<file path="config.mk">
export PLATFORM = sky130hd
export DESIGN_NAME = fetch_stage_2w
export DESIGN_NICKNAME = d
export VERILOG_FILES = /design/src/rtl/sys_defs.sv /design/src/rtl/fetch_stage_2w_jal_predecode.sv /design/src/rtl/fetch_stage_2w.sv
export SDC_FILE = /design/constraint.sdc
export NUM_CORES = 1
export LEC_CHECK = 0
export BUFFER_PORTS_ARGS = -buffer_cell sky130_fd_sc_hd__buf_2
export CORE_ASPECT_RATIO = 1.1
export CORE_UTILIZATION = 55
export DETAILED_ROUTE_END_ITERATION = 8
export PLACE_DENSITY = 0.95
export SYNTH_ARGS = -nofsm -noshare
export SYNTH_HDL_FRONTEND = slang
export SYNTH_HIERARCHICAL = 1
export SYNTH_SLANG_ARGS = --single-unit
</file>
<file path="constraint.sdc">
create_clock -name clock -period 4.5 [get_ports clock]
set_clock_uncertainty 0.1 [all_clocks]
set_input_delay 0.45 -clock clock [delete_from_list [all_inputs] [get_ports clock]]
set_output_delay 0.45 -clock clock [all_outputs]
set_load 0.1 [all_outputs]
</file>
<file path="src/rtl/sys_defs.sv">
// Shared definitions for the front end: the fetch-to-dispatch packet, the NOP
// encoding and the JAL opcode. Also provides the `NOP and `XLEN macros.
`ifndef XLEN
`define XLEN 32
`endif
`ifndef NOP
`define NOP 32'h0000_0013
`endif

package sys_defs;

    localparam int unsigned XLEN_W     = `XLEN;
    localparam logic [31:0] NOP_INST   = `NOP;
    localparam logic [6:0]  JAL_OPCODE = 7'b1101111;

    typedef struct packed {
        logic [31:0] inst;
        logic [31:0] PC;
        logic [31:0] NPC;
        logic        valid;
    } IF_DP_PACKET;

    // An empty slot carries a NOP so a stray read downstream is harmless.
    localparam IF_DP_PACKET EMPTY_PKT = '{inst: NOP_INST, PC: 32'h0, NPC: 32'h0, valid: 1'b0};

endpackage

</file>
<file path="src/rtl/fetch_stage_2w_jal_predecode.sv">
// Combinational JAL detector and target calculator for one fetch slot.
// Only present when IF_JAL_PREDICT_EN is defined.
`ifdef IF_JAL_PREDICT_EN
module jal_predecode
    import sys_defs::*;
(
    input  logic [31:0] inst_i,
    input  logic [31:0] pc_i,
    output logic        is_jal_o,
    output logic [31:0] target_o
);

    logic [31:0] j_imm;
    logic        unused_rd;

    // J-type immediate: imm[20|10:1|11|19:12] scattered across inst[31:12].
    assign j_imm     = {{12{inst_i[31]}}, inst_i[19:12], inst_i[20], inst_i[30:21], 1'b0};
    assign is_jal_o  = (inst_i[6:0] == JAL_OPCODE);
    assign target_o  = pc_i + j_imm;
    assign unused_rd = ^inst_i[11:7];

endmodule
`endif

</file>
<file path="src/rtl/fetch_stage_2w.sv">
// Two-wide fetch stage: holds the fetch PC, splits an 8-byte I-cache line into
// up to two registered packets. JAL target prediction under IF_JAL_PREDICT_EN.
module fetch_stage_2w
    import sys_defs::*;
#(
    parameter logic [31:0] RESET_PC = 32'h0
) (
    input  logic              clock,
    input  logic              reset_n,
    input  logic              squash_in,
    input  logic [31:0]       squash_pc_in,
    input  logic              buffer_full_in,
    input  logic [63:0]       Icache2proc_data,
    input  logic              Icache2proc_valid,
    output logic [31:0]       proc2Icache_addr,
    output IF_DP_PACKET [1:0] if_dp_packet_out,
    output logic [31:0]       fetch_pc_out
);

    logic [31:0]       fetch_pc_q, fetch_pc_d;
    IF_DP_PACKET [1:0] pkt_q, pkt_d;
    IF_DP_PACKET [1:0] ext_pkt;

    logic [31:0] slot_inst [2];
    logic [31:0] slot_pc   [2];
    logic [31:0] slot_npc  [2];
    logic [1:0]  slot_valid;
    logic [31:0] next_pc;
    logic        occupied;
    logic        advance;

    // A misaligned PC (bit 2 set) points at the upper word, which is the last in the line.
    assign slot_inst[0] = fetch_pc_q[2] ? Icache2proc_data[63:32] : Icache2proc_data[31:0];
    assign slot_inst[1] = Icache2proc_data[63:32];
    assign slot_pc[0]   = fetch_pc_q;
    assign slot_pc[1]   = fetch_pc_q + 32'd4;

`ifdef IF_JAL_PREDICT_EN
    logic [1:0]  is_jal;
    logic [31:0] jal_target [2];

    jal_predecode u_jal_slot0 (
        .inst_i   (slot_inst[0]),
        .pc_i     (slot_pc[0]),
        .is_jal_o (is_jal[0]),
        .target_o (jal_target[0])
    );

    jal_predecode u_jal_slot1 (
        .inst_i   (slot_inst[1]),
        .pc_i     (slot_pc[1]),
        .is_jal_o (is_jal[1]),
        .target_o (jal_target[1])
    );

    // A predicted-taken JAL in slot0 makes the sequential slot1 word dead.
    assign slot_valid  = {~fetch_pc_q[2] & ~is_jal[0], 1'b1};
    assign slot_npc[0] = is_jal[0] ? jal_target[0] : slot_pc[0] + 32'd4;
    assign slot_npc[1] = is_jal[1] ? jal_target[1] : slot_pc[1] + 32'd4;
`else
    assign slot_valid  = {~fetch_pc_q[2], 1'b1};
    assign slot_npc[0] = slot_pc[0] + 32'd4;
    assign slot_npc[1] = slot_pc[1] + 32'd4;
`endif

    assign next_pc  = slot_valid[1] ? slot_npc[1] : slot_npc[0];
    assign occupied = pkt_q[0].valid | pkt_q[1].valid;
    assign advance  = Icache2proc_valid & ~squash_in & (~buffer_full_in | ~occupied);

    always_comb begin
        for (int i = 0; i < 2; i++) begin
            ext_pkt[i] = slot_valid[i] ? '{inst: slot_inst[i], PC: slot_pc[i], NPC: slot_npc[i], valid: 1'b1}
                                       : EMPTY_PKT;
        end
    end

    always_comb begin
        // NOTE: every always_comb output gets a default first, so no path can infer a latch.
        fetch_pc_d = fetch_pc_q;
        pkt_d      = pkt_q;
        if (squash_in) begin
            fetch_pc_d = squash_pc_in;
            pkt_d      = {EMPTY_PKT, EMPTY_PKT};
        end else if (advance) begin
            fetch_pc_d = next_pc;
            pkt_d      = ext_pkt;
        end else if (!buffer_full_in) begin
            // Miss with room downstream: the buffer took the old packets this edge.
            pkt_d      = {EMPTY_PKT, EMPTY_PKT};
        end
    end

    always_ff @(posedge clock or negedge reset_n) begin
        // NOTE: sequential state uses non-blocking assignments so all registers update together.
        if (!reset_n) begin
            fetch_pc_q <= RESET_PC;
            pkt_q      <= {EMPTY_PKT, EMPTY_PKT};
        end else begin
            fetch_pc_q <= fetch_pc_d;
            pkt_q      <= pkt_d;
        end
    end

    assign proc2Icache_addr = {fetch_pc_q[31:3], 3'b000};
    assign if_dp_packet_out = pkt_q;
    assign fetch_pc_out     = fetch_pc_q;

endmodule

</file>
==> Yosys cells after proc, flatten, opt, wreduce, memory -nomap -nowiden <==
Index checks and enable logic that the tools add are counted.
{ "totals": {"reg_bits": 226, "elab_cells": 28} }
{ "op_classes": {"add_sub_neg": 2, "n_eq_ne": 1, "muxes": 8, "bitwise": 7, "reduce_logical": 1} }
{ "ops": {"columns": ["cell", "count"], "rows": [
  ["194-bit two-way mux", 3],
  ["32-bit two-way mux", 4],
  ["97-bit two-way mux", 1],
  ["32-bit by 3-bit adder with 32-bit output, second input constant", 2],
  ["3-bit by 2-bit inequality test with 1-bit output, second input constant", 1],
  ["1-bit NOT", 3],
  ["1-bit AND", 2],
  ["1-bit OR", 2],
  ["2-bit nonzero test", 1]
]} }

==> Longest topological paths before layout <==
Gate-level depths: netlist (run 1).
{ "depth": {"ltp_word": 6, "mapped_depth": 12, "depth_no_buf": 10} }

==> Worst setup path after synthesis (run 1) <==
No wires, ideal clock.
{ "synth_path": {"kind": "register -> register", "start": "register fetch_pc_q[2] (netlist: fetch_pc_out[2])", "end": "register fetch_pc_q[27] (netlist: fetch_pc_out[27])", "t_arrival_ns": 3.539, "setup_slack_ns": 0.735, "stages_incl_launch_ff": 10, "synth_period_minus_slack_ns": 3.765, "cell_sequence": "dfrtp_1 ha_1 nand3_2 or3_1 xor2_1 or4_4 nor3_4 nand3_2 xor2_1 a221o_1"} }
{ "synth_between": {"elab_chain_len": 5} }
{ "synth_rtl": {"columns": ["element", "line", "rtl"], "rows": [
  ["from (decl)", "fetch_stage_2w.sv:20", "logic [31:0] fetch_pc_q, fetch_pc_d;"],
  ["from (signal assigned)", "fetch_stage_2w.sv:99", "fetch_pc_q <= fetch_pc_d;"],
  ["32-bit by 3-bit adder with 32-bit output", "fetch_stage_2w.sv:36, fetch_stage_2w.sv:62", null],
  ["32-bit by 3-bit adder with 32-bit output", "fetch_stage_2w.sv:63", "assign slot_npc[1] = slot_pc[1] + 32'd4;"],
  ["32-bit two-way mux (*)", "fetch_stage_2w.sv:66", "assign next_pc = slot_valid[1] ? slot_npc[1] : slot_npc[0];"],
  ["32-bit two-way mux (*)", "fetch_stage_2w.sv:84", "end else if (advance) begin"],
  ["32-bit two-way mux (*)", "fetch_stage_2w.sv:81", "if (squash_in) begin"]
]} }
Every way passes the cells marked *; elsewhere a longest branch is shown, timed or not. The select of a mux whose other input is x is not followed.
A chain may end at the register's enable or synchronous reset.

==> Worst setup path in the final report (run 1) <==
{ "layout_path": {"start": "register fetch_pc_q[3] (netlist: fetch_pc_out[3])", "end": "register fetch_pc_q[31] (netlist: fetch_pc_out[31])"} }
{ "layout_between": {"elab_chain_len": 5} }
{ "layout_rtl": {"columns": ["element", "line"], "rows": [
  ["32-bit by 3-bit adder with 32-bit output (*)", "fetch_stage_2w.sv:36, fetch_stage_2w.sv:62"],
  ["32-bit by 3-bit adder with 32-bit output", "fetch_stage_2w.sv:63"],
  ["32-bit two-way mux (*)", "fetch_stage_2w.sv:66"],
  ["32-bit two-way mux (*)", "fetch_stage_2w.sv:84"],
  ["32-bit two-way mux (*)", "fetch_stage_2w.sv:81"]
]} }
Marks and branches as above.

==> run metrics, run 1 <==
synthesis-stage register bit count 219; Gate power share 32.4%; mux share of post-synthesis cell area 3.79%; Power Density about 500 mW/mm^2; fin nets 1417; Worst Setup End Kind flip-flop; leading cell types in the layout, fill and taps excluded 353 x buf_2, 212 x dfrtp_1, 169 x nand2_1; internal power 3.58 mW; post-synthesis xor/xnor area fraction about 4.5%; Reg-to-Reg Start fetch_pc_out[3]; register area share after synthesis 52.5%; commonest non-fill, non-tap cell in the layout buf_2; Ports 359; first-pass detailed-route iteration total 5; Final Util 69.7%; final worst path period share 85.9%; share of post-route cells with drive strength above 1 33.5%; initial antenna violation count 2; Die W 133 um; setup tns final 0 ns; clock sinks approximately 220; Hold WS 0.0374 ns; CP Cell Sequence ha_1 > nand3_2 > or3_1 > xor2_1 > or4_4 > nor3_4 > nand4b_1 > xnor2_1 > o221ai_1; FF-to-FF path depth 9; first-iteration detailed-routing DRC count 699; worst hold path type primary input to flip-flop; dpl cell area ~0.012 sq mm; Leakage approximately 6.5 nW; Post-synth EDFFs 0; asr flop ratio synth 100%; WP data required 4.77 ns; crit-path max cell delay 0.56 ns; Syn Area/Cell around 10 sq um; pin count of the biggest net entering global routing 110; Syn Inst Count approximately 1000; Clock Power Share 31.5%; Max-slew headroom 31.5%; Finished Layout Cells 1574; Routed wire per std cell 21.8 um; starting density of the core 56.6%; Cell Area, Synth 0.0105 sq mm; most used flip-flop cell after synthesis dfrtp_1; Post-CTS Setup Bufs 0; Worst-Margin Slew 1.03 ns; RSZ-0062 raised after global routing no; final setup margin 0.635 ns; drt drc 0; htree depth 1; vias in the first global route 9331; Overflow after GRT 0; CP startpoint kind flip-flop; Final Power 6.28 mW; Place WS around 0.71 ns; max frequency 0.259 GHz; number of max-slew violations in the final report 0; worst reg2reg endpoint fetch_pc_out[31]; status finished, final reports clean; post-synthesis compound-gate area fraction 16.9%; final hold viol count 0; largest family of logic cells by synthesized area compound AO/OA/AOI/OAI gates; dpl hpwl 23.7 mm; Adder-Cell Fraction of Synth Area less than 1%; # hold bufs at CTS 1; Die ar. 0.0196 sq mm; Die H between 100 and 150 um; CP Data Arrival Time around 4.1 ns; Synth top area share between 50 and 60%; Hold Path End fetch_pc_out[3]; CTS resizes 0; clock buffer count from CTS 23; GPL Wtd Cong 0.942; Synth Area in Simple Gates around 16%; first-pass GRT wire length about 52 mm; Area Growth Syn to Fin 23.2%; max-cap violation count 0; Area contributors post-synth dfrtp_1 51%, a22o_1 6.1%, nand2_1 6.1%, o21ai_0 5.7%, mux2i_1 3.3%; Placed Cells 1530; Seq pwr share between 30 and 40%; HP Start squash_pc_in[3]; Distinct cells, synth 65; core area roughly 0.018 sq mm; post-route cell area ~0.013 sq mm; CTS Buffer Depth 3; WHS Path Cells 3; DR vias 9487; Final Setup Violations 0; routed wire length 34.4 mm; Clk Latency, worst-skew pair 0.52 ns; worst setup path class flip-flop to flip-flop; CP max stage cell dfrtp_1; Overall Global Routing Usage 34.7%; Sw Ratio 43.0%; Max Fanout on Critical Path 13; VDD IR max around 0.34 mV; Routed Antenna Nets 0; post-route minimum period 3.86 ns; fill count 1400; TritonCTS clock tree done; clock root buffer master clkbuf_16; Synth Warn # 6; area leader, netlist dfrtp_1; I/O Buffers 354; num rows 52; Worst R2R Setup Slack roughly 0.64 ns; Net Sw Power ~2.7 mW; via density per instance 6.03; Clock transition at path regs about 0.06 ns
state kept, by name, indices dropped and copies added, names as in the netlist:
register,cells
fetch_pc_out,32
if_dp_packet_out,187
worst max-delay path, delay by kind of cell, from the launching register on:
family,cells,cell delay (ns)
and+or+nand+nor,5,1.92
DFF,1,0.56
adders and majority gates,1,0.49
xor gates and xnor gates,2,0.48
AOI/OAI and AO/OA,1,0.15
power by group through the flow:
stage / clock network [mW] / registers [mW] / logic (mW)
finish: 1.98 / 2.27 / 2.03
floorplan: 0 / 3.18 / 0.750
global placement: 0 / 2.29 / 2.01
global route: 2.07 / 2.29 / 2.10
CTS: 1.99 / 2.27 / 2.03
detailed placement: 0 / 2.30 / 2.02
kinds of logic after synthesis:
kind of cell,Yosys count
AND/OR/NAND/NOR,326
AO/OA/AOI/OAI,267
flip-flops,219
buffers and inverters,122
XOR/XNOR,54
multiplexers,39
adder cells (fa/ha/maj),3
other,1
synth_stat cells, drive strengths merged (2+ instances only):
| cell type | number |
|---|---|
| a21boi | 3 |
| a21o | 5 |
| a21oi | 29 |
| a221o | 5 |
| a221oi | 2 |
| a22o | 74 |
| a2bb2oi | 2 |
| and2 | 7 |
| and3 | 3 |
| buf | 57 |
| clkbuf | 60 |
| dfrtp | 213 |
| dfstp | 6 |
| ha | 3 |
| inv | 5 |
| mux2 | 5 |
| mux2i | 34 |
| nand2 | 169 |
| nand2b | 3 |
| nand3 | 21 |
| nand3b | 9 |
| nand4 | 11 |
| nand4b | 7 |
| nor2 | 41 |
| nor2b | 5 |
| nor3 | 13 |
| nor3b | 6 |
| nor4 | 13 |
| nor4b | 2 |
| o211ai | 6 |
| o21ai | 119 |
| o221ai | 7 |
| o22a | 3 |
| o22ai | 2 |
| o31ai | 2 |
| or2 | 6 |
| or3 | 5 |
| or4 | 3 |
| xnor2 | 30 |
| xor2 | 24 |
per-layer routing:
| metal | global-route usage (%) | vias to the layer above | part of all wire, % |
|---|---|---|---|
| li1 | - | 4167 | - |
| met1 | 45.8 | 4668 | 38 |
| met2 | 57.3 | 549 | 49 |
| met3 | 5.83 | 101 | 8.5 |
| met4 | 13.8 | 2 | 3.5 |
| met5 | 0 | - | 0.038 |
area by class of cell:
class | count | area (sq um) | area share (%)
well taps | 243 | 304 | 2.36
diodes | 1 | 2.50 | 0.0194
clock buffers | 28 | 614 | 4.77
repair buffers | 371 | 1910 | 14.8
inverters | 5 | 18.8 | 0.146
multi-input cells | 693 | 4370 | 33.9
clock inverters | 14 | 173 | 1.34
flip-flops and latches | 219 | 5490 | 42.6
worst max-delay path by stage:
stage | start | slack [ns] | endpoint
2_1_floorplan | fetch_pc_out[2] | 0.73 | fetch_pc_out[27]
5_1_grt | fetch_pc_out[3] | 0.43 | fetch_pc_out[31]
4_1_cts | fetch_pc_out[3] | 0.70 | fetch_pc_out[27]
3_3_place_gp | fetch_pc_out[3] | 0.82 | fetch_pc_out[25]
3_5_place_dp | fetch_pc_out[3] | 0.71 | fetch_pc_out[25]
6_report | fetch_pc_out[3] | 0.64 | fetch_pc_out[31]
(Power assumes the default switching activity.)
==> run 2: changes to the inputs <==
- CORE_UTILIZATION: 55 -> 46
- PLACE_DENSITY: 0.95 -> 0.85
- clock period: 4.5 -> 3.3 ns (I/O delays scaled with it)
==> run 2 against run 1 <==
Effect of this change: sequential power grew 34%; largest cell class unchanged; wire length rose by 7.7%; critical path depth unchanged; first-iteration DRC count is 8.0% lower; register-to-register slack worse by 0.52 ns; sequential cell count is the same; highest routed layer unchanged; sequential share of layout area is 3.5 points lower; global-route usage is 3.4 points lower; clock power up 48%; critical endpoint is now fetch_pc_out[25].
==> run metrics, run 2 (synthesis results as in run 1) <==
first-pass GRT wire length 56.6 mm (was 52.4 mm); Die ar. 0.0233 sq mm (was 0.0196 sq mm); Reg-to-Reg Start fetch_pc_out[3] (unchanged); Clock Power Share 32.6% (was 31.5%); Clock transition at path regs 0.06 ns (about the same); dpl hpwl 25.1 mm (was 23.7 mm); Worst R2R Setup Slack 0.12 ns (was 0.64 ns); final worst path period share 96.4% (was 85.9%); Die H 160 um (was 147 um); post-route cell area 0.0141 sq mm (was 0.0129 sq mm); internal power 5.24 mW (was 3.58 mW); Area Growth Syn to Fin 35.0% (was 23.2%); Worst Setup End Kind flip-flop (unchanged); commonest non-fill, non-tap cell in the layout buf_2 (unchanged); Hold Path End if_dp_packet_out[75] (was fetch_pc_out[3]); clock root buffer master clkbuf_16 (unchanged); initial antenna violation count 1 (was 2); fin nets 1528 (was 1417); dpl cell area 0.0125 sq mm (was 0.0121 sq mm); final hold viol count 0 (unchanged); Clk Latency, worst-skew pair 0.52 ns (about the same); clock buffer count from CTS 24 (was 23); RSZ-0062 raised after global routing no (unchanged); Sw Ratio 41.6% (was 43.0%); core area 0.0222 sq mm (was 0.0185 sq mm); via density per instance 5.72 (was 6.03); vias in the first global route 9907 (was 9331); Die W 146 um (was 133 um); CTS Buffer Depth 3 (unchanged); FF-to-FF path depth 9 (unchanged); DR vias 9936 (was 9487); final setup margin 0.119 ns (was 0.635 ns); clock sinks 219 (unchanged); Hold WS 0.00431 ns (was 0.0374 ns); setup tns final 0 ns (unchanged); Overall Global Routing Usage 31.3% (was 34.7%); starting density of the core 47.1% (was 56.6%); diode count 0 (was 1); CP Data Arrival Time 3.48 ns (was 4.13 ns); Placed Cells 1622 (was 1530); first-iteration detailed-routing DRC count 643 (was 699); leading cell types in the layout, fill and taps excluded 353 x buf_2, 194 x dfrtp_1, 169 x nand2_1 (was 353 x buf_2, 212 x dfrtp_1, 169 x nand2_1); Max-slew headroom 51.2% (was 31.5%); pin count of the biggest net entering global routing 123 (was 110); WP data required 3.60 ns (was 4.77 ns); Finished Layout Cells 1737 (was 1574); first-pass detailed-route iteration total 6 (was 5); Final Power 8.98 mW (was 6.28 mW); HP Start Icache2proc_data[10] (was squash_pc_in[3]); WHS Path Cells 3 (unchanged); Overflow after GRT 0 (unchanged); GPL Wtd Cong 0.965 (was 0.942); Worst-Margin Slew 0.725 ns (was 1.03 ns); Post-CTS Setup Bufs 0 (unchanged); status finished, final reports clean (unchanged); htree depth 1 (unchanged); I/O Buffers 354 (unchanged); worst hold path type primary input to flip-flop (unchanged); max-cap violation count 0 (unchanged); VDD IR max 0.451 mV (was 0.344 mV); Final Util 63.7% (was 69.7%); CTS resizes 0 (unchanged); TritonCTS clock tree done (unchanged); number of max-slew violations in the final report 0 (unchanged); drt drc 0 (unchanged); routed wire length 37.0 mm (was 34.4 mm); num rows 57 (was 52); Power Density 636 mW/mm^2 (was 488 mW/mm^2); Seq pwr share 33.9% (was 36.1%); Net Sw Power 3.74 mW (was 2.70 mW); Leakage 7.00 nW (was 6.47 nW); post-route minimum period 3.18 ns (was 3.86 ns); Ports 359 (unchanged); number of flip-flops in the largest register 187 (unchanged); Gate power share 33.5% (was 32.4%); Routed wire per std cell 21.3 um (was 21.8 um); Max Fanout on Critical Path 9 (was 13); Final Setup Violations 0 (unchanged); CP startpoint kind flip-flop (unchanged); worst setup path class flip-flop to flip-flop (unchanged); Routed Antenna Nets 0 (unchanged); max frequency 0.314 GHz (was 0.259 GHz); worst reg2reg endpoint fetch_pc_out[25] (was fetch_pc_out[31]); share of post-route cells with drive strength above 1 35.0% (was 33.5%); Place WS 0.153 ns (was 0.712 ns)
run 2: changes by cell type in the layout (fill, tap and decap cells not counted), sizes merged, moves of 2 or more:
| cell | change |
|---|---|
| buf | +40 |
| bufinv | +2 |
| clkbuf | +3 |
| clkinvlp | -2 |
| dlygate4sd3 | +70 |
run 2: how the worst max path moves through the flow:
stage | from | endpoint | slack, ns | cells after the start
2_1_floorplan | fetch_pc_out[2] | fetch_pc_out[26] | 0.01 | 9
3_3_place_gp | fetch_pc_out[2] | fetch_pc_out[25] | 0.21 | 9
3_5_place_dp | fetch_pc_out[3] | fetch_pc_out[25] | 0.15 | 9
4_1_cts | fetch_pc_out[3] | fetch_pc_out[25] | 0.14 | 9
5_1_grt | fetch_pc_out[3] | fetch_pc_out[25] | 0.006 | 9
6_report | fetch_pc_out[3] | fetch_pc_out[25] | 0.12 | 9
run 2: what timing repair did:
| action | in CTS | in global routing |
|---|---|---|
| hold buffers | 71 | 0 |
| setup endpoints to repair | 0 | 0 |
| hold endpoints to repair | 168 | 0 |
run 2: critical path: stages (launching register included):
cell,delay (ns)
dfrtp_4,0.41
ha_1,0.18
nand3_2,0.18
or3_1,0.43
xor2_1,0.18
or4_4,0.47
nor3_4,0.46
nand3_1,0.21
mux2i_1,0.16
a211o_1,0.28
run 2: area by class of cell:
class / instances / area, sq um
Multi-Input combinational cell: 693 / 4370
Tap cell: 295 / 369
Sequential cell: 219 / 5530
Clock inverter: 13 / 205
Inverter: 5 / 18.8
Timing Repair Buffer: 481 / 2980
Clock buffer: 31 / 657
Fill cell: 1769 / 8060
run 2: power by group through the flow:
stage          clock network (mW)  registers [mW]  logic (mW)
2_1_floorplan                   0            4.35        1.02
3_3_place_gp                    0            3.08        2.90
3_5_place_dp                    0            3.08        2.92
4_1_cts                      2.96            3.04        2.99
5_1_grt                      3.07            3.07        3.10
6_report                     2.93            3.05        3.01
run 2: metal layers:
metal  vias up  GRT usage, %  share of wire (%)
met4         2          14.8                4.8
met3       118          7.37                8.2
met5         -             0              0.035
li1       4391             -                  -
met2       531          52.7                 49
met1      4894          37.9                 38
==> run 3: changes to the inputs <==
- ABC_AREA: not set -> 1
- GPL_TIMING_DRIVEN: not set -> 0
==> run 3 against run 2 <==
Effect of this change: fmax increased by 2.7%; clock-buffer cell count shrank 2; combinational power up 14%; hold slack improved by 0.0075 ns; worst setup slack improved by 0.083 ns; sequential share of layout area decreased by 1.1 points; power rose by 3.2%; non-clock buffer count rose by 55; final cell count is 17% higher; area after synthesis rose by 0.56%; first-iteration DRC count up 39%; highest routed layer is now met4.
==> run metrics, run 3 <==
CP startpoint kind flip-flop (unchanged); clock root buffer master clkbuf_16 (unchanged); max frequency 0.323 GHz (was 0.314 GHz); GPL Wtd Cong 0.927 (was 0.965); worst hold path type primary input to flip-flop (unchanged); post-route cell area 0.0144 sq mm (was 0.0141 sq mm); htree depth 1 (unchanged); WP data required 3.67 ns (was 3.60 ns); Die ar. 0.0235 sq mm (was 0.0233 sq mm); VDD IR max 0.506 mV (was 0.451 mV); Overflow after GRT 0 (unchanged); Die W 146 um (about the same); routed wire length 41.9 mm (was 37.0 mm); Area Growth Syn to Fin 37.1% (was 35.0%); num rows 57 (unchanged); pin count of the biggest net entering global routing 85 (was 123); drt drc 0 (unchanged); via density per instance 5.51 (was 5.72); Syn Inst Count 1241 (was 1031); Area contributors post-synth dfrtp_1 51%, nand2_1 16%, o21ai_0 4.4%, buf_4 2.9%, a22o_1 2.7% (was dfrtp_1 51%, a22o_1 6.1%, nand2_1 6.1%, o21ai_0 5.7%, mux2i_1 3.3%); most frequent cells after synthesis 440 x nand2_1, 213 x dfrtp_1, 92 x o21ai_0, 75 x inv_1, 66 x nor2_1 (was 213 x dfrtp_1, 169 x nand2_1, 119 x o21ai_0, 73 x a22o_1, 59 x clkbuf_1); clock sinks 219 (unchanged); final setup margin 0.202 ns (was 0.119 ns); number of max-slew violations in the final report 0 (unchanged); status finished, final reports clean (unchanged); starting density of the core 47.3% (was 47.1%); Clk Latency, worst-skew pair 0.53 ns (was 0.52 ns); CTS Buffer Depth 3 (unchanged); first-pass GRT wire length 63.2 mm (was 56.6 mm); synthesis-stage register bit count 219 (unchanged); Final Setup Violations 0 (unchanged); cell with the most instances after synthesis nand2_1 (was dfrtp_1); Routed Antenna Nets 0 (unchanged); I/O Buffers 353 (was 354); fin nets 1818 (was 1528); leading cell types in the layout, fill and taps excluded 440 x nand2_1, 371 x buf_2, 213 x dfrtp_1 (was 353 x buf_2, 194 x dfrtp_1, 169 x nand2_1); vias in the first global route 11000 (was 9907); Syn Area/Cell 8.47 sq um (was 10.1 sq um); Post-CTS Setup Bufs 0 (unchanged); Distinct cells, synth 40 (was 65); worst setup path class flip-flop to flip-flop (unchanged); Cell Area, Synth 0.0105 sq mm (about the same); wire length on met3 4.01 mm (was 3.04 mm); Max Fanout on Critical Path 10 (was 9); Overall Global Routing Usage 35.5% (was 31.3%); Synth top area share 50.7% (was 51.0%); Power Density 643 mW/mm^2 (was 636 mW/mm^2); Synth Warn # 6 (unchanged); most used flip-flop cell after synthesis dfrtp_1 (unchanged); Worst Setup End Kind flip-flop (unchanged); Post-synth EDFFs 0 (unchanged); Worst-Margin Slew 0.993 ns (was 0.725 ns); max-cap violation count 0 (unchanged); setup tns final 0 ns (unchanged); Highest Signal Layer met4 (was met5); commonest non-fill, non-tap cell in the layout nand2_1 (was buf_2); area leader, netlist dfrtp_1 (unchanged); first-pass detailed-route iteration total 5 (was 6); CP Data Arrival Time 3.47 ns (was 3.48 ns); Placed Cells 1894 (was 1622); final hold viol count 0 (unchanged); share of post-route cells with drive strength above 1 29.8% (was 35.0%); Hold WS 0.0118 ns (was 0.00431 ns); dpl cell area 0.0127 sq mm (was 0.0125 sq mm); Routed wire per std cell 20.7 um (was 21.3 um); Final Power 9.27 mW (was 8.98 mW); RSZ-0062 raised after global routing no (unchanged); Clock transition at path regs 0.07 ns (was 0.06 ns); dpl hpwl 29.8 mm (was 25.1 mm); Leakage 7.79 nW (was 7.00 nW); post-route minimum period 3.10 ns (was 3.18 ns); Ports 359 (unchanged); Place WS -0.0673 ns (was 0.153 ns); M1 WL 15.7 mm (was 14.1 mm); register area share after synthesis 52.2% (was 52.5%); diode count 0 (unchanged); core area 0.0223 sq mm (was 0.0222 sq mm); initial antenna violation count 0 (was 1); first-iteration detailed-routing DRC count 895 (was 643); Final Util 64.8% (was 63.7%); Die H 161 um (was 160 um); Max-slew headroom 33.8% (was 51.2%); Finished Layout Cells 2025 (was 1737); DR vias 11200 (was 9936); final worst path period share 93.9% (was 96.4%); Met2 Wirelength 20.3 mm (was 18.1 mm); asr flop ratio synth 100% (unchanged); number of flip-flops in the largest register 187 (unchanged); clock buffer count from CTS 23 (was 24); TritonCTS clock tree done (unchanged)
[run 3: cell types whose count changed after synthesis, moves of 25 or more]
cell | previous run | this run
a21oi_1 | 29 | 3
inv_1 | 5 | 75
nor2_1 | 41 | 66
a22oi_1 | 0 | 29
mux2i_1 | 34 | 0
clkbuf_1 | 59 | 30
a22o_1 | 73 | 33
o21ai_0 | 119 | 92
xnor2_1 | 30 | 1
nand2_1 | 169 | 440
nand3_1 | 18 | 55
[run 3: layout make-up]
cell class | instances | area (sq um)
Clock buffer | 29 | 628
Clock inverter | 12 | 148
Sequential cell | 219 | 5490
Tap cell | 295 | 369
Timing Repair Buffer | 445 | 2730
Buffer | 91 | 522
Multi-Input combinational cell | 850 | 4220
Fill cell | 1880 | 7830
Inverter | 84 | 315
[run 3: timing repair]
action	4_1_cts	5_1_grt
hold endpoints to repair	146	0
endpoints found under the setup margin	7	85
hold buffers	90	0
gates resized for setup	1	7
[run 3: worst paths after layout]
| path | endpoint | slack, ns | depth (start not counted) | startpoint |
|---|---|---|---|---|
| max | if_dp_packet_out[92] | 0.20 | 8 | if_dp_packet_out[3] |
| min | fetch_pc_out[15] | 0.01 | 3 | squash_pc_in[15] |
| max reg2reg | if_dp_packet_out[92] | 0.20 | 8 | if_dp_packet_out[3] |
| min reg2reg | if_dp_packet_out[87] | 0.38 | 2 | if_dp_packet_out[87] |
| max in group asynchronous | if_dp_packet_out[66] | 1.68 | 4 | reset_n |
| min in group asynchronous | if_dp_packet_out[139] | 0.21 | 2 | reset_n |
[run 3: kinds of logic (layout without fill, tap and decap cells)]
logic type | after synthesis | in the layout | share of synthesized area [%]
other | 1 | 4 | 0.0357
adders and majority gates | 3 | 3 | 0.357
DFF | 219 | 219 | 52.2
and+or+nand+nor | 634 | 634 | 26.4
xor gates and xnor gates | 4 | 4 | 0.333
buffers and inverters | 175 | 661 | 7.90
AOI/OAI and AO/OA | 205 | 205 | 12.7
[run 3: where the power goes]
part | switching, mW | internal, mW | total [mW]
Combinational | 2.85 | 0.583 | 3.43
Sequential | 0.228 | 2.89 | 3.12
Clock | 1.13 | 1.59 | 2.72
Total | 4.20 | 5.06 | 9.27
[run 3: worst max-delay path, stage by stage (launching register included)]
cell           delay, ns
dfrtp_1             0.53
o21ai_0             0.22
nand3_1             0.16
buf_2               0.27
nor2_2              0.45
clkbuf_1            0.49
a22oi_1             0.16
dlygate4sd3_1       0.60
nand2_1             0.06
[run 3: layer usage]
layer / track usage [%] / vias up
met5: 0 / -
met4: 16.2 / 0
met3: 6.53 / 117
met2: 60.3 / 694
met1: 43.9 / 5353
li1: - / 4988
